`config.mk`:
```
export PLATFORM = sky130hd
export DESIGN_NAME = updown_range_counter_flat
export DESIGN_NICKNAME = d
export VERILOG_FILES = /design/src/rtl/updown_range_counter_if.sv /design/src/rtl/updown_range_counter.sv /design/src/flat_wrapper.sv
export SDC_FILE = /design/constraint.sdc
export NUM_CORES = 1
export LEC_CHECK = 0
export CAP_MARGIN = 30
export CORE_MARGIN = 10
export CORE_UTILIZATION = 33
export CTS_CLUSTER_DIAMETER = 100
export CTS_CLUSTER_SIZE = 14
export DETAILED_ROUTE_END_ITERATION = 8
export DONT_BUFFER_PORTS = 1
export SLEW_MARGIN = 30
export SYNTH_ARGS = -nofsm -noshare
export SYNTH_HDL_FRONTEND = slang
export SYNTH_SLANG_ARGS = --single-unit
```
`constraint.sdc`:
```
create_clock -name clk_i -period 3.77 [get_ports clk_i]
set_input_delay 0.754 -clock clk_i [delete_from_list [all_inputs] [get_ports clk_i]]
set_output_delay 0.754 -clock clk_i [all_outputs]
set_load 0.05 [all_outputs]
```
`src/rtl/updown_range_counter_if.sv`:
```
// updown_range_counter_if
// Per-cycle command/status bundle for updown_range_counter.
// There is no valid/ready handshake: every input is sampled on each rising
// clock edge, the counter never stalls and there is no backpressure, and the
// outputs are valid in every cycle.
// The master modport belongs to whatever drives the commands; the slave
// modport belongs to the counter itself.
interface updown_range_counter_if #(
   parameter int unsigned width_p      = 4,
   parameter int unsigned step_width_p = 4
);
   logic                    load_i;
   logic [width_p-1:0]      load_val_i;
   logic                    up_i;
   logic                    down_i;
   logic [step_width_p-1:0] step_i;
   logic                    sat_i;
   logic [width_p-1:0]      count_o;
   logic                    at_max_o;
   logic                    at_min_o;
   logic                    wrap_o;
   logic                    sat_o;

   modport master (
      output load_i, load_val_i, up_i, down_i, step_i, sat_i,
      input  count_o, at_max_o, at_min_o, wrap_o, sat_o
   );

   modport slave (
      input  load_i, load_val_i, up_i, down_i, step_i, sat_i,
      output count_o, at_max_o, at_min_o, wrap_o, sat_o
   );
endinterface

```
`src/rtl/updown_range_counter.sv`:
```
// updown_range_counter
// Up/down counter over the inclusive range [min_val_p, max_val_p] with a
// variable step, a clamped synchronous load and wrap or saturate behaviour
// at the bounds. wrap_o/sat_o are registered one-cycle event pulses.
// Optional feature macro: SAT_MODE_EN. When it is defined, sat_i selects
// saturate (1) or wrap (0) every cycle; when it is undefined the counter
// always wraps and sat_o is tied to 0.
module updown_range_counter #(
   parameter int unsigned min_val_p    = 0,
   parameter int unsigned max_val_p    = 15,
   parameter int unsigned width_p      = $clog2(64'(max_val_p) + 64'd1),
   parameter int unsigned step_width_p = 4,
   parameter int unsigned reset_val_p  = min_val_p
) (
   input  logic                 clk_i,
   input  logic                 reset_ni,
   updown_range_counter_if.slave bus
);

   // All range arithmetic runs in 33 bits so that count + step and
   // min + step can never overflow, even for a full 32-bit range.
   localparam logic [32:0] c_min   = 33'(min_val_p);
   localparam logic [32:0] c_max   = 33'(max_val_p);
   localparam logic [32:0] c_range = c_max - c_min + 33'd1;
   localparam logic [32:0] c_reset = 33'(reset_val_p);

   // Reject parameter sets the counter cannot honour.
   if (max_val_p <= min_val_p) begin : g_bad_range
      $error("updown_range_counter: max_val_p must exceed min_val_p");
   end
   if (reset_val_p < min_val_p || reset_val_p > max_val_p) begin : g_bad_reset
      $error("updown_range_counter: reset_val_p outside [min_val_p, max_val_p]");
   end
   if (64'(max_val_p) >= (64'd1 << width_p)) begin : g_bad_width
      $error("updown_range_counter: width_p too small to hold max_val_p");
   end

   logic [width_p-1:0] r_count;
   logic               r_wrap;
   logic               r_sat;

   logic [32:0]        w_cnt;
   logic [32:0]        w_step_raw;
   logic [32:0]        w_step;
   logic [32:0]        w_load_raw;
   logic [32:0]        w_load;
   logic [32:0]        w_up_wrap;
   logic [32:0]        w_down_wrap;
   logic               w_up_cross;
   logic               w_down_cross;
   logic               w_do_step;
   logic               w_sat_mode;
   logic [32:0]        w_next;
   logic               w_wrap_nxt;
   logic               w_sat_nxt;

`ifdef SAT_MODE_EN
   assign w_sat_mode = bus.sat_i;
   assign bus.sat_o  = r_sat;
`else
   // sat_i has no effect in this build; the saturate register never sets.
   logic w_unused_sat;
   assign w_sat_mode   = 1'b0;
   assign bus.sat_o    = 1'b0;
   assign w_unused_sat = bus.sat_i ^ r_sat;
`endif

   assign w_cnt      = 33'(r_count);
   assign w_step_raw = 33'(bus.step_i);
   // A step larger than the range is equivalent to a step of exactly R.
   assign w_step     = (w_step_raw > c_range) ? c_range : w_step_raw;
   assign w_load_raw = 33'(bus.load_val_i);
   assign w_load     = (w_load_raw > c_max) ? c_max :
                       (w_load_raw < c_min) ? c_min : w_load_raw;

   // Landing exactly on a bound is not a crossing, hence strict compares.
   assign w_up_cross   = (w_cnt + w_step) > c_max;
   assign w_down_cross = w_cnt < (c_min + w_step);
   assign w_up_wrap    = w_cnt + w_step - c_range;
   assign w_down_wrap  = w_cnt + c_range - w_step;

   // Opposing or absent directions, or a zero step, leave the count alone.
   assign w_do_step = (bus.up_i ^ bus.down_i) && (w_step != 33'd0);

   // Next count and event flags: load beats step, step beats hold.
   always_comb begin
      w_next     = w_cnt;
      w_wrap_nxt = 1'b0;
      w_sat_nxt  = 1'b0;
      if (bus.load_i) begin
         w_next = w_load;
      end else if (w_do_step) begin
         if (bus.up_i) begin
            if (!w_up_cross) begin
               w_next = w_cnt + w_step;
            end else if (w_sat_mode) begin
               w_next    = c_max;
               w_sat_nxt = 1'b1;
            end else begin
               w_next     = w_up_wrap;
               w_wrap_nxt = 1'b1;
            end
         end else begin
            if (!w_down_cross) begin
               w_next = w_cnt - w_step;
            end else if (w_sat_mode) begin
               w_next    = c_min;
               w_sat_nxt = 1'b1;
            end else begin
               w_next     = w_down_wrap;
               w_wrap_nxt = 1'b1;
            end
         end
      end
   end

   // Count and event-flag registers; reset acts immediately.
   always_ff @(posedge clk_i or negedge reset_ni) begin
      if (!reset_ni) begin
         r_count <= width_p'(c_reset);
         r_wrap  <= 1'b0;
         r_sat   <= 1'b0;
      end else begin
         r_count <= width_p'(w_next);
         r_wrap  <= w_wrap_nxt;
         r_sat   <= w_sat_nxt;
      end
   end

   assign bus.count_o  = r_count;
   assign bus.wrap_o   = r_wrap;
   assign bus.at_max_o = (w_cnt == c_max);
   assign bus.at_min_o = (w_cnt == c_min);

endmodule

```
`src/flat_wrapper.sv`:
```
// flat-port wrapper written by rule: the top's interface ports become plain ports
module updown_range_counter_flat 
#(
   parameter int unsigned min_val_p    = 0,
   parameter int unsigned max_val_p    = 15,
   parameter int unsigned width_p      = $clog2(64'(max_val_p) + 64'd1),
   parameter int unsigned step_width_p = 4,
   parameter int unsigned reset_val_p  = min_val_p
)
  (clk_i, reset_ni, bus_load_i, bus_load_val_i, bus_up_i, bus_down_i, bus_step_i, bus_sat_i, bus_count_o, bus_at_max_o, bus_at_min_o, bus_wrap_o, bus_sat_o);
  updown_range_counter_if #(.width_p(width_p), .step_width_p(step_width_p)) bus_i ();
  input  logic clk_i;
  input  logic reset_ni;
  input wire logic [$bits(bus_i.load_i)-1:0] bus_load_i;
  input wire logic [$bits(bus_i.load_val_i)-1:0] bus_load_val_i;
  input wire logic [$bits(bus_i.up_i)-1:0] bus_up_i;
  input wire logic [$bits(bus_i.down_i)-1:0] bus_down_i;
  input wire logic [$bits(bus_i.step_i)-1:0] bus_step_i;
  input wire logic [$bits(bus_i.sat_i)-1:0] bus_sat_i;
  output wire logic [$bits(bus_i.count_o)-1:0] bus_count_o;
  output wire logic [$bits(bus_i.at_max_o)-1:0] bus_at_max_o;
  output wire logic [$bits(bus_i.at_min_o)-1:0] bus_at_min_o;
  output wire logic [$bits(bus_i.wrap_o)-1:0] bus_wrap_o;
  output wire logic [$bits(bus_i.sat_o)-1:0] bus_sat_o;
  assign bus_i.load_i = bus_load_i;
  assign bus_i.load_val_i = bus_load_val_i;
  assign bus_i.up_i = bus_up_i;
  assign bus_i.down_i = bus_down_i;
  assign bus_i.step_i = bus_step_i;
  assign bus_i.sat_i = bus_sat_i;
  assign bus_count_o = bus_i.count_o;
  assign bus_at_max_o = bus_i.at_max_o;
  assign bus_at_min_o = bus_i.at_min_o;
  assign bus_wrap_o = bus_i.wrap_o;
  assign bus_sat_o = bus_i.sat_o;
  updown_range_counter #(.min_val_p(min_val_p), .max_val_p(max_val_p), .width_p(width_p), .step_width_p(step_width_p), .reset_val_p(reset_val_p)) u_core (.clk_i(clk_i), .reset_ni(reset_ni), .bus(bus_i));
endmodule
```
==> run_results.csv, run 1 <==
group,metric,value,unit
run_status,status,"completed",
final_layout,syn2layout_area_growth,9.75,%
timing,setup_viol,0,
clock_network,cts.reportedPaths.clkPinSlew,0.04,ns
worst_setup_path,criticalPathCategory,"flop to primary output",
worst_setup_path,worst-path-buf-inv,1,
final_layout,layout.nets,90,
grt,grtUsageMet3,6.05,%
clock_network,htree_num_levels,1,
timing,rsz0062_at_grt,"no",
detailed_routing,dr.pass1.iters,2,
final_layout,n_antenna_cell,0,
worst_setup_path,start_kind,"flop",
final_layout,nFillCells,164,
logic_synthesis,ys_ff_latch,5,
worst_setup_path,cpMaxStageDelayCell,"dfrtp_1",
timing,relSlewSlack,44.1,%
placement,gp_congestion,0.767,
logic_synthesis,syn_nets,86,
clock_network,cts_root_buf,"clkbuf_4",
die,die_x,60.9,µm
logic_synthesis,yosysMostFrequentCell,"ha_1",
logic_synthesis,yosys.area.top_type,"dfrtp_1",
logic_synthesis,ys_seq_area_share,22.7,%
clock_network,cts_hold_buf,0,
clock_network,cts_buffers,3,
final_layout,drive_above_1_share,16.9,%
worst_setup_path,cp_cell_sequence,"inv_1 > nor3_2",
die,core,1540,µm²
placement,port-buffer-count,0,
logic_synthesis,synth.top_cells.by_count,"8 x ha_1, 7 x inv_1, 5 x dfrtp_1",
detailed_routing,routed_via_density,5.30,
worst_setup_path,cp-end-kind,"primary output",
worst_setup_path,slowest_delay,0.77,ns
timing,clock_skew,0.00389,ns
die,core.rowCount,14,
worst_setup_path,critPathTopFamily,"flip-flops",
timing,hold_violations,0,
grt,use_met2,10.6,%
min_path,holdCritPathClass,"primary input to async pin",
clock_network,post_cts_buffers,0,
grt,grt_pass1_vias,435,
die,dieArea,3710,µm²
clock_network,clock_latency,0.24,ns
pwr,irDropWorstVdd,0.253,mV
grt,antenna_found_initial,0,
timing,worst_pin_slew,0.835,ns
grt,use_met1,7.88,%
worst_setup_path,crit_fanout,6,
clock_network,cts_tree,"yes",
clock_network,clock-sinks,5,
timing,finalCritPeriodShare,72.3,%
pwr,power.density,448,nW/µm²
timing,maxSlewViolCount,0,
grt,busiest_layer,"met2",
grt,grt.overflow.total,0,
logic_synthesis,synth_area_leaders,"dfrtp_1 23%, ha_1 18%, fa_1 7.3%",
placement,place_hpwl,1110,µm
detailed_routing,wire_per_inst,16.0,µm
pwr,leakage,0.293,nW
logic_synthesis,syn_inst,62,
logic_synthesis,synth_area_per_cell,8.90,µm²
timing,max_freq,0.367,GHz
logic_synthesis,syn_area,552,µm²
logic_synthesis,synth_cell_type_count,26,
grt,grt_max_degree,10,
logic_synthesis,synth-edff-count,0,
flow_run,maxCapViolCount,0,
pwr,p_total,0.271,mW
detailed_routing,vias,429,
die,fp.dieH,60.9,µm
clock_network,clock_path_buffers,2,
logic_synthesis,yosysWarnings,0,
logic_synthesis,synth_top_area_share,22.7,%
logic_synthesis,synth-main-ff-cell,"dfrtp_1",
detailed_routing,drt_iter0_markers,5,
detailed_routing,detail-route-antenna-nets,0,
detailed_routing,drc,0,
timing,setup_tns,0,ns
detailed_routing,finalWirelength,1290,µm
logic_synthesis,async_reset_ff_share,100,%
worst_setup_path,required,3.02,ns
timing,finalCriticalPeriod,2.73,ns
die,initial_core_util,35.8,%
clock_network,cts-resized-gates,0,
worst_setup_path,crit_arrival,1.97,ns
grt,grt_util_all_layers,7.53,%
die,io_pins,22,
grt,grt_pass1_wl,2090,µm
==> logic make-up (layout without fill, tap and decap cells) <==
group           after synthesis  in the layout  synth area share (%)
simple gates                 18             18                  17.2
compound gates               12             12                  14.5
fa+ha+maj                    10             10                  25.4
buf+inv                       9             12                  6.80
mux                           5              5                  9.52
flops                         5              5                  22.7
xor+xnor                      2              2                  3.18
other cells                   1              1                 0.680
==> stage by stage <==
stage / instances / worst slack [ns] / util (%) / hold slack [ns] / area (µm²)
floorplan: 62 / 0.790 / - / 0.458 / 552
global placement: 77 / 1.28 / 37.6 / 0.459 / 579
detailed placement: 77 / 1.27 / 37.6 / 0.459 / 579
CTS: 81 / 1.01 / 39.3 / 0.198 / 606
global route: 81 / 0.929 / 39.3 / 0.196 / 606
finish: 81 / 1.04 / 39.3 / 0.205 / 606
==> per-layer routing <==
| layer | up-vias | share of wire, % |
|---|---|---|
| met1 | 188 | 41 |
| met4 | 0 | 1.3 |
| met3 | 2 | 17 |
| met2 | 17 | 40 |
| li1 | 222 | - |
| met5 | - | 0 |
==> power breakdown <==
part	switching, mW	total (mW)	internal (mW)
Sequential	0.0510	0.113	0.0621
Combinational	0.0536	0.0971	0.0435
Clock	0.0213	0.0612	0.0400
Total	0.126	0.271	0.146
==> cell type report <==
cell class              instances  area (µm²)  area share (%)
multi-input cells              48         400            66.1
flip-flops and latches          5         125            20.7
clock buffers                   4        26.3            4.34
inverters                       7        26.3            4.34
well taps                      16        20.0            3.31
repair buffers                  1        7.51            1.24
==> final timing paths <==
path | start | end | slack [ns] | depth (start not counted)
hold reg to reg | u_core.bus.count_o[2] | u_core.bus.count_o[2] | 0.99 | 2
min in group clk_i | bus_load_i | u_core.bus.count_o[2] | 0.63 | 1
max in group asynchronous | reset_ni | u_core.bus.count_o[0] | 3.49 | 0
hold / removal | reset_ni | u_core.bus.wrap_o | 0.20 | 0
setup reg to reg | u_core.bus.count_o[0] | u_core.bus.count_o[1] | 1.50 | 7
setup / recovery | u_core.bus.count_o[1] | bus_at_max_o | 1.04 | 2
==> worst register-to-register path, cell delays in order, from the launching register on <==
cell and delay, ns:
dfrtp_1 0.71, inv_1 0.16, ha_1 0.27, fa_1 0.48, nor2_1 0.04, a21oi_1 0.13
mux2i_1 0.10, mux2_2 0.27
==> sequential cells by signal, indices dropped and copies added (netlist names) <==
| name | count |
|---|---|
| u_core.bus.wrap_o | 1 |
| u_core.bus.count_o | 4 |
==> placed cells by master (no fill, tap or decap), drive strengths merged, types with 3 or more instances in the layout <==
cell type  n
mux2i      3
a21oi      3
clkbuf     4
nor2b      3
o21ai      4
inv        7
nand2      3
ha         8
nor2       4
dfrtp      5
No activity file was read; power rests on OpenSTA's default activity.
==> run 2, diff against run 1 <==
clock period = 2.2 ns   (was 3.77 ns; I/O delays follow)
==> run 2 against run 1 <==
Against the previous run: core utilization is 3.1 points higher; routed wire length is 0.15% lower; register-to-register slack worse by 1.2 ns; non-clock buffer count is 6 higher; combinational power grew to 2.6 times the previous value; count of clock-buffer cells in the layout stayed put; via count is 3.7% higher; critical path type is now flop to flop; largest cell class unchanged; highest routed layer is now met3.
==> run_results.csv, run 2 (synthesis results as in run 1) <==
group,metric,value,unit
clock_network,cts_hold_buf,1,
grt,grt_pass1_wl,2190,µm
grt,antenna_found_initial,0,
pwr,sequentialPowerShare,27.5,%
placement,place_ws,0.309,ns
grt,grt_util_all_layers,7.60,%
pwr,pwr-share-clk,20.6,%
final_layout,design_area,653,µm²
clock_network,clock-sinks,5,
pwr,power.internal,0.271,mW
pwr,power.density,747,nW/µm²
clock_network,htree_num_levels,1,
detailed_routing,dr.pass1.iters,4,
detailed_routing,drc,0,
clock_network,cts_tree,"yes",
min_path,min_to,"u_core.bus.count_o[2]",
detailed_routing,wire_per_inst,14.8,µm
clock_network,clock_latency,0.23,ns
die,initial_core_util,35.8,%
placement,port-buffer-count,0,
grt,grt_max_degree,10,
detailed_routing,drt_iter0_markers,6,
timing,finalCritPeriodShare,86.2,%
final_layout,syn2layout_area_growth,18.4,%
detailed_routing,routed_via_density,5.11,
worst_setup_path,required,2.31,ns
worst_setup_path,crit_fanout,5,
die,fp.dieH,60.9,µm
worst_setup_path,start_kind,"flop",
timing,setup_tns,0,ns
final_layout,largest_reg_flops,4,
min_path,holdCritPathClass,"primary input to flop",
die,dieArea,3710,µm²
grt,grt.overflow.total,0,
timing,finalCriticalPeriod,1.90,ns
grt,grt_pass1_vias,498,
clock_network,cts_buffers,3,
timing,hold_violations,0,
pwr,irDropWorstVdd,0.390,mV
placement,dp_cells,82,
clock_network,cts.reportedPaths.clkPinSlew,0.04,ns
worst_setup_path,cp-end-kind,"flop",
placement,place_hpwl,1140,µm
final_layout,final_common_cell,"ha_1",
timing,rsz0062_at_grt,"no",
placement,dpl_cell_area,617,µm²
worst_setup_path,r2r-start,"u_core.bus.count_o[0]",
pwr,leakage,0.322,nW
clock_network,cts-resized-gates,0,
worst_setup_path,cpMaxStageDelayCell,"fa_1",
clock_network,cts_root_buf,"clkbuf_4",
final_layout,n_antenna_cell,0,
detailed_routing,finalWirelength,1290,µm
final_layout,final_cells,87,
pwr,switching_share,44.4,%
worst_setup_path,crit_arrival,2.01,ns
flow_run,maxCapViolCount,0,
detailed_routing,vias,445,
min_path,whs_path_depth,1,
clock_network,post_cts_buffers,0,
clock_network,clock_path_buffers,2,
pwr,p_total,0.488,mW
final_layout,layout_common_cells,"8 x ha_1, 7 x inv_1, 6 x buf_4, 5 x dfrtp_1",
final_layout,layout.nets,96,
timing,max_freq,0.527,GHz
timing,maxSlewViolCount,0,
worst_setup_path,rrSetupSlack,0.30,ns
timing,setup_viol,0,
placement,gp_congestion,0.708,
detailed_routing,detail-route-antenna-nets,0,
worst_setup_path,rr_endpoint,"u_core.bus.count_o[1]",
worst_setup_path,criticalPathCategory,"flop to flop",
worst_setup_path,cp_cell_sequence,"inv_1 > ha_1 > fa_1 > nor2_1 > a21oi_1 > mux2i_1 > mux2_2",
die,core,1540,µm²
timing,holdWs,0.314,ns
timing,clock_skew,0.00230,ns
run_status,status,"completed",
worst_setup_path,rr_worst_depth,7,
pwr,share_comb_of_total_power,51.9,%
die,core.rowCount,14,
final_layout,postLayoutCoreUtil,42.4,%
die,die_x,60.9,µm
die,io_pins,22,
final_layout,drive_above_1_share,22.5,%
pwr,p_sw,0.217,mW
min_path,min_from,"bus_load_i",
worst_setup_path,slowest_delay,0.49,ns
timing,postLayoutSetupSlackWorst,0.303,ns
==> run 2: cell count changes in the layout (fill, tap and decap cells not counted) <==
cell,previous run,this run
buf_4,1,6
dlygate4sd3_1,0,1
==> run 2: power groups by stage <==
| stage | clock network (mW) | registers, mW | logic, mW |
|---|---|---|---|
| floorplan | 0 | 0.186 | 0.142 |
| global placement | 0 | 0.136 | 0.249 |
| detailed placement | 0 | 0.136 | 0.253 |
| CTS | 0.105 | 0.135 | 0.256 |
| global route | 0.115 | 0.138 | 0.281 |
| finish | 0.101 | 0.134 | 0.253 |
==> run 2: metal layers <==
| layer | routed length (µm) | part of all wire (%) | global-route usage [%] |
|---|---|---|---|
| met1 | 543 | 42 | 8.79 |
| met2 | 583 | 45 | 10.9 |
| met3 | 163 | 13 | 5.01 |
| met4 | 0 | 0 | 2.82 |
| met5 | 0 | 0 | 0 |
==> run 2: worst max-delay path: cells and delay by family (launching register included) <==
kind | cells | cell delay (ns)
adders and majority gates | 2 | 0.73
DFF | 1 | 0.42
and+or+nand+nor | 1 | 0.04
muxes | 2 | 0.37
AOI/OAI and AO/OA | 1 | 0.13
buffers and inverters | 1 | 0.10
==> run 2: final cells by class <==
cell class              count  area, µm²
inverters                   7       26.3
clock buffers               4       26.3
fillers                   175        888
repair buffers              7       55.1
flip-flops and latches      5        125
well taps                  16       20.0
multi-input cells          48        400
==> run 2: worst max-delay path by stage <==
stage / from / slack (ns) / to / cells after the start
after floorplan: u_core.bus.count_o[1] / 0.09 / bus_at_min_o / 1
after global placement: u_core.bus.count_o[0] / 0.32 / u_core.bus.count_o[1] / 7
after detailed placement: u_core.bus.count_o[0] / 0.31 / u_core.bus.count_o[1] / 7
after CTS: u_core.bus.count_o[0] / 0.30 / u_core.bus.count_o[1] / 7
after global routing: u_core.bus.count_o[0] / 0.19 / u_core.bus.count_o[1] / 7
final: u_core.bus.count_o[0] / 0.30 / u_core.bus.count_o[1] / 7
==> run 3, diff against run 2 <==
CTS_BUF_LIST = sky130_fd_sc_hd__clkbuf_4 sky130_fd_sc_hd__clkbuf_8   (was not set)
==> run 3 against run 2 <==
Against the previous run: sequential power hardly changed; count of clock-buffer cells in the layout stayed put; highest routed layer unchanged; global-route usage hardly changed; die area stayed put; maximum frequency hardly changed; sequential share of layout area is 0.11 points lower; combinational power hardly changed; clock skew hardly changed; first-iteration DRC count is 17% lower; worst hold slack worse by 0.0017 ns; critical endpoint unchanged; register-to-register slack hardly changed.
==> run_results.csv, run 3 (synthesis results as in run 1) <==
group,metric,value,unit
worst_setup_path,rrSetupSlack,0.30,ns
worst_setup_path,cpMaxStageDelayCell,"fa_1",
grt,grt_util_all_layers,7.64,%
pwr,sequentialPowerShare,26.6,%
detailed_routing,routed_via_density,5.23,
die,initial_core_util,35.8,%
timing,setup_tns,0,ns
timing,finalCriticalPeriod,1.90,ns
die,core,1540,µm²
worst_setup_path,start_kind,"flop",
final_layout,layout_common_cells,"8 x ha_1, 7 x inv_1, 6 x buf_4, 5 x dfrtp_1",
placement,port-buffer-count,0,
grt,grt.overflow.total,0,
pwr,power.internal,0.284,mW
worst_setup_path,cp-end-kind,"flop",
placement,gp_congestion,0.708,
worst_setup_path,rr_endpoint,"u_core.bus.count_o[1]",
detailed_routing,detail-route-antenna-nets,0,
pwr,leakage,0.326,nW
run_status,status,"completed",
clock_network,clock-sinks,5,
detailed_routing,wire_per_inst,15.2,µm
clock_network,cts_root_buf,"clkbuf_4",
min_path,whs_path_depth,1,
pwr,p_sw,0.220,mW
flow_run,maxCapViolCount,0,
clock_network,clock_path_buffers,2,
grt,grt_max_degree,10,
worst_setup_path,crit_arrival,2.02,ns
pwr,irDropWorstVdd,0.365,mV
grt,grt_pass1_wl,2190,µm
timing,hold_violations,0,
timing,clock_skew,0.00224,ns
die,dieArea,3710,µm²
final_layout,layout.nets,96,
die,die_x,60.9,µm
clock_network,htree_num_levels,1,
worst_setup_path,r2r-start,"u_core.bus.count_o[0]",
timing,finalCritPeriodShare,86.2,%
clock_network,cts_buffers,3,
worst_setup_path,rr_worst_depth,7,
clock_network,cts_tree,"yes",
final_layout,syn2layout_area_growth,19.0,%
timing,max_freq,0.527,GHz
final_layout,final_common_cell,"ha_1",
worst_setup_path,cp-startpoint,"u_core.bus.count_o[0]",
pwr,switching_share,43.7,%
final_layout,drive_above_1_share,23.9,%
worst_setup_path,criticalPathCategory,"flop to flop",
detailed_routing,drc,0,
final_layout,postLayoutCoreUtil,42.6,%
worst_setup_path,slowest_delay,0.49,ns
worst_setup_path,cp_cell_sequence,"inv_1 > ha_1 > fa_1 > nor2_1 > a21oi_1 > mux2i_1 > mux2_2",
die,core.rowCount,14,
timing,rsz0062_at_grt,"no",
grt,antenna_found_initial,0,
pwr,power.density,768,nW/µm²
placement,place_hpwl,1140,µm
detailed_routing,drt_iter0_markers,5,
detailed_routing,finalWirelength,1320,µm
detailed_routing,dr.pass1.iters,2,
timing,setup_viol,0,
timing,maxSlewViolCount,0,
detailed_routing,vias,455,
clock_network,post_cts_buffers,0,
final_layout,largest_reg_flops,4,
worst_setup_path,crit_fanout,5,
pwr,p_total,0.504,mW
clock_network,cts-resized-gates,0,
clock_network,cts_hold_buf,1,
min_path,min_to,"u_core.bus.count_o[2]",
pwr,share_comb_of_total_power,50.4,%
pwr,pwr-share-clk,23.0,%
clock_network,cts.reportedPaths.clkPinSlew,0.04,ns
min_path,min_from,"bus_load_i",
die,io_pins,22,
die,fp.dieH,60.9,µm
final_layout,n_antenna_cell,0,
min_path,holdCritPathClass,"primary input to flop",
timing,holdWs,0.312,ns
worst_setup_path,required,2.32,ns
grt,grt_pass1_vias,491,
clock_network,clock_latency,0.24,ns
-- run 3: worst max-delay path: cells and delay by family, from the launching register on --
kind	cells	cell delay [ns]
adders and majority gates	2	0.73
DFF	1	0.42
muxes	2	0.36
AOI/OAI and AO/OA	1	0.13
buffers and inverters	1	0.10
and+or+nand+nor	1	0.04
-- run 3: power groups by stage --
| stage | Sequential (mW) | Clock, mW | Combinational [mW] |
|---|---|---|---|
| 2_1_floorplan | 0.186 | 0 | 0.142 |
| 3_3_place_gp | 0.136 | 0 | 0.249 |
| 3_5_place_dp | 0.136 | 0 | 0.253 |
| 4_1_cts | 0.135 | 0.119 | 0.256 |
| 5_1_grt | 0.138 | 0.129 | 0.281 |
| 6_report | 0.134 | 0.116 | 0.254 |
-- run 3: worst max path at each step --
stage | to | slack (ns) | cells after the start
detailed placement | u_core.bus.count_o[1] | 0.31 | 7
floorplan | bus_at_min_o | 0.09 | 1
global route | u_core.bus.count_o[1] | 0.20 | 7
CTS | u_core.bus.count_o[1] | 0.30 | 7
global placement | u_core.bus.count_o[1] | 0.32 | 7
finish | u_core.bus.count_o[1] | 0.30 | 7
-- run 3: routing by layer --
metal | GRT usage [%] | wire (µm)
met5 | 0 | 0
met4 | 2.82 | 0
met3 | 5.22 | 175
met2 | 11.1 | 602
met1 | 8.69 | 543
-- run 3: through the flow --
stage	cell area, µm²	setup slack [ns]	std cells
2_1_floorplan	563	0.0904	62
3_3_place_gp	617	0.319	82
3_5_place_dp	617	0.309	82
4_1_cts	657	0.302	87
5_1_grt	657	0.196	87
6_report	657	0.303	87
-- run 3: final cells by class --
cell class	count	area (µm²)
Tap cell	16	20.0
Multi-Input combinational cell	48	400
Clock buffer	4	30.0
Sequential cell	5	125
Inverter	7	26.3
Timing Repair Buffer	7	55.1
Fill cell	174	885
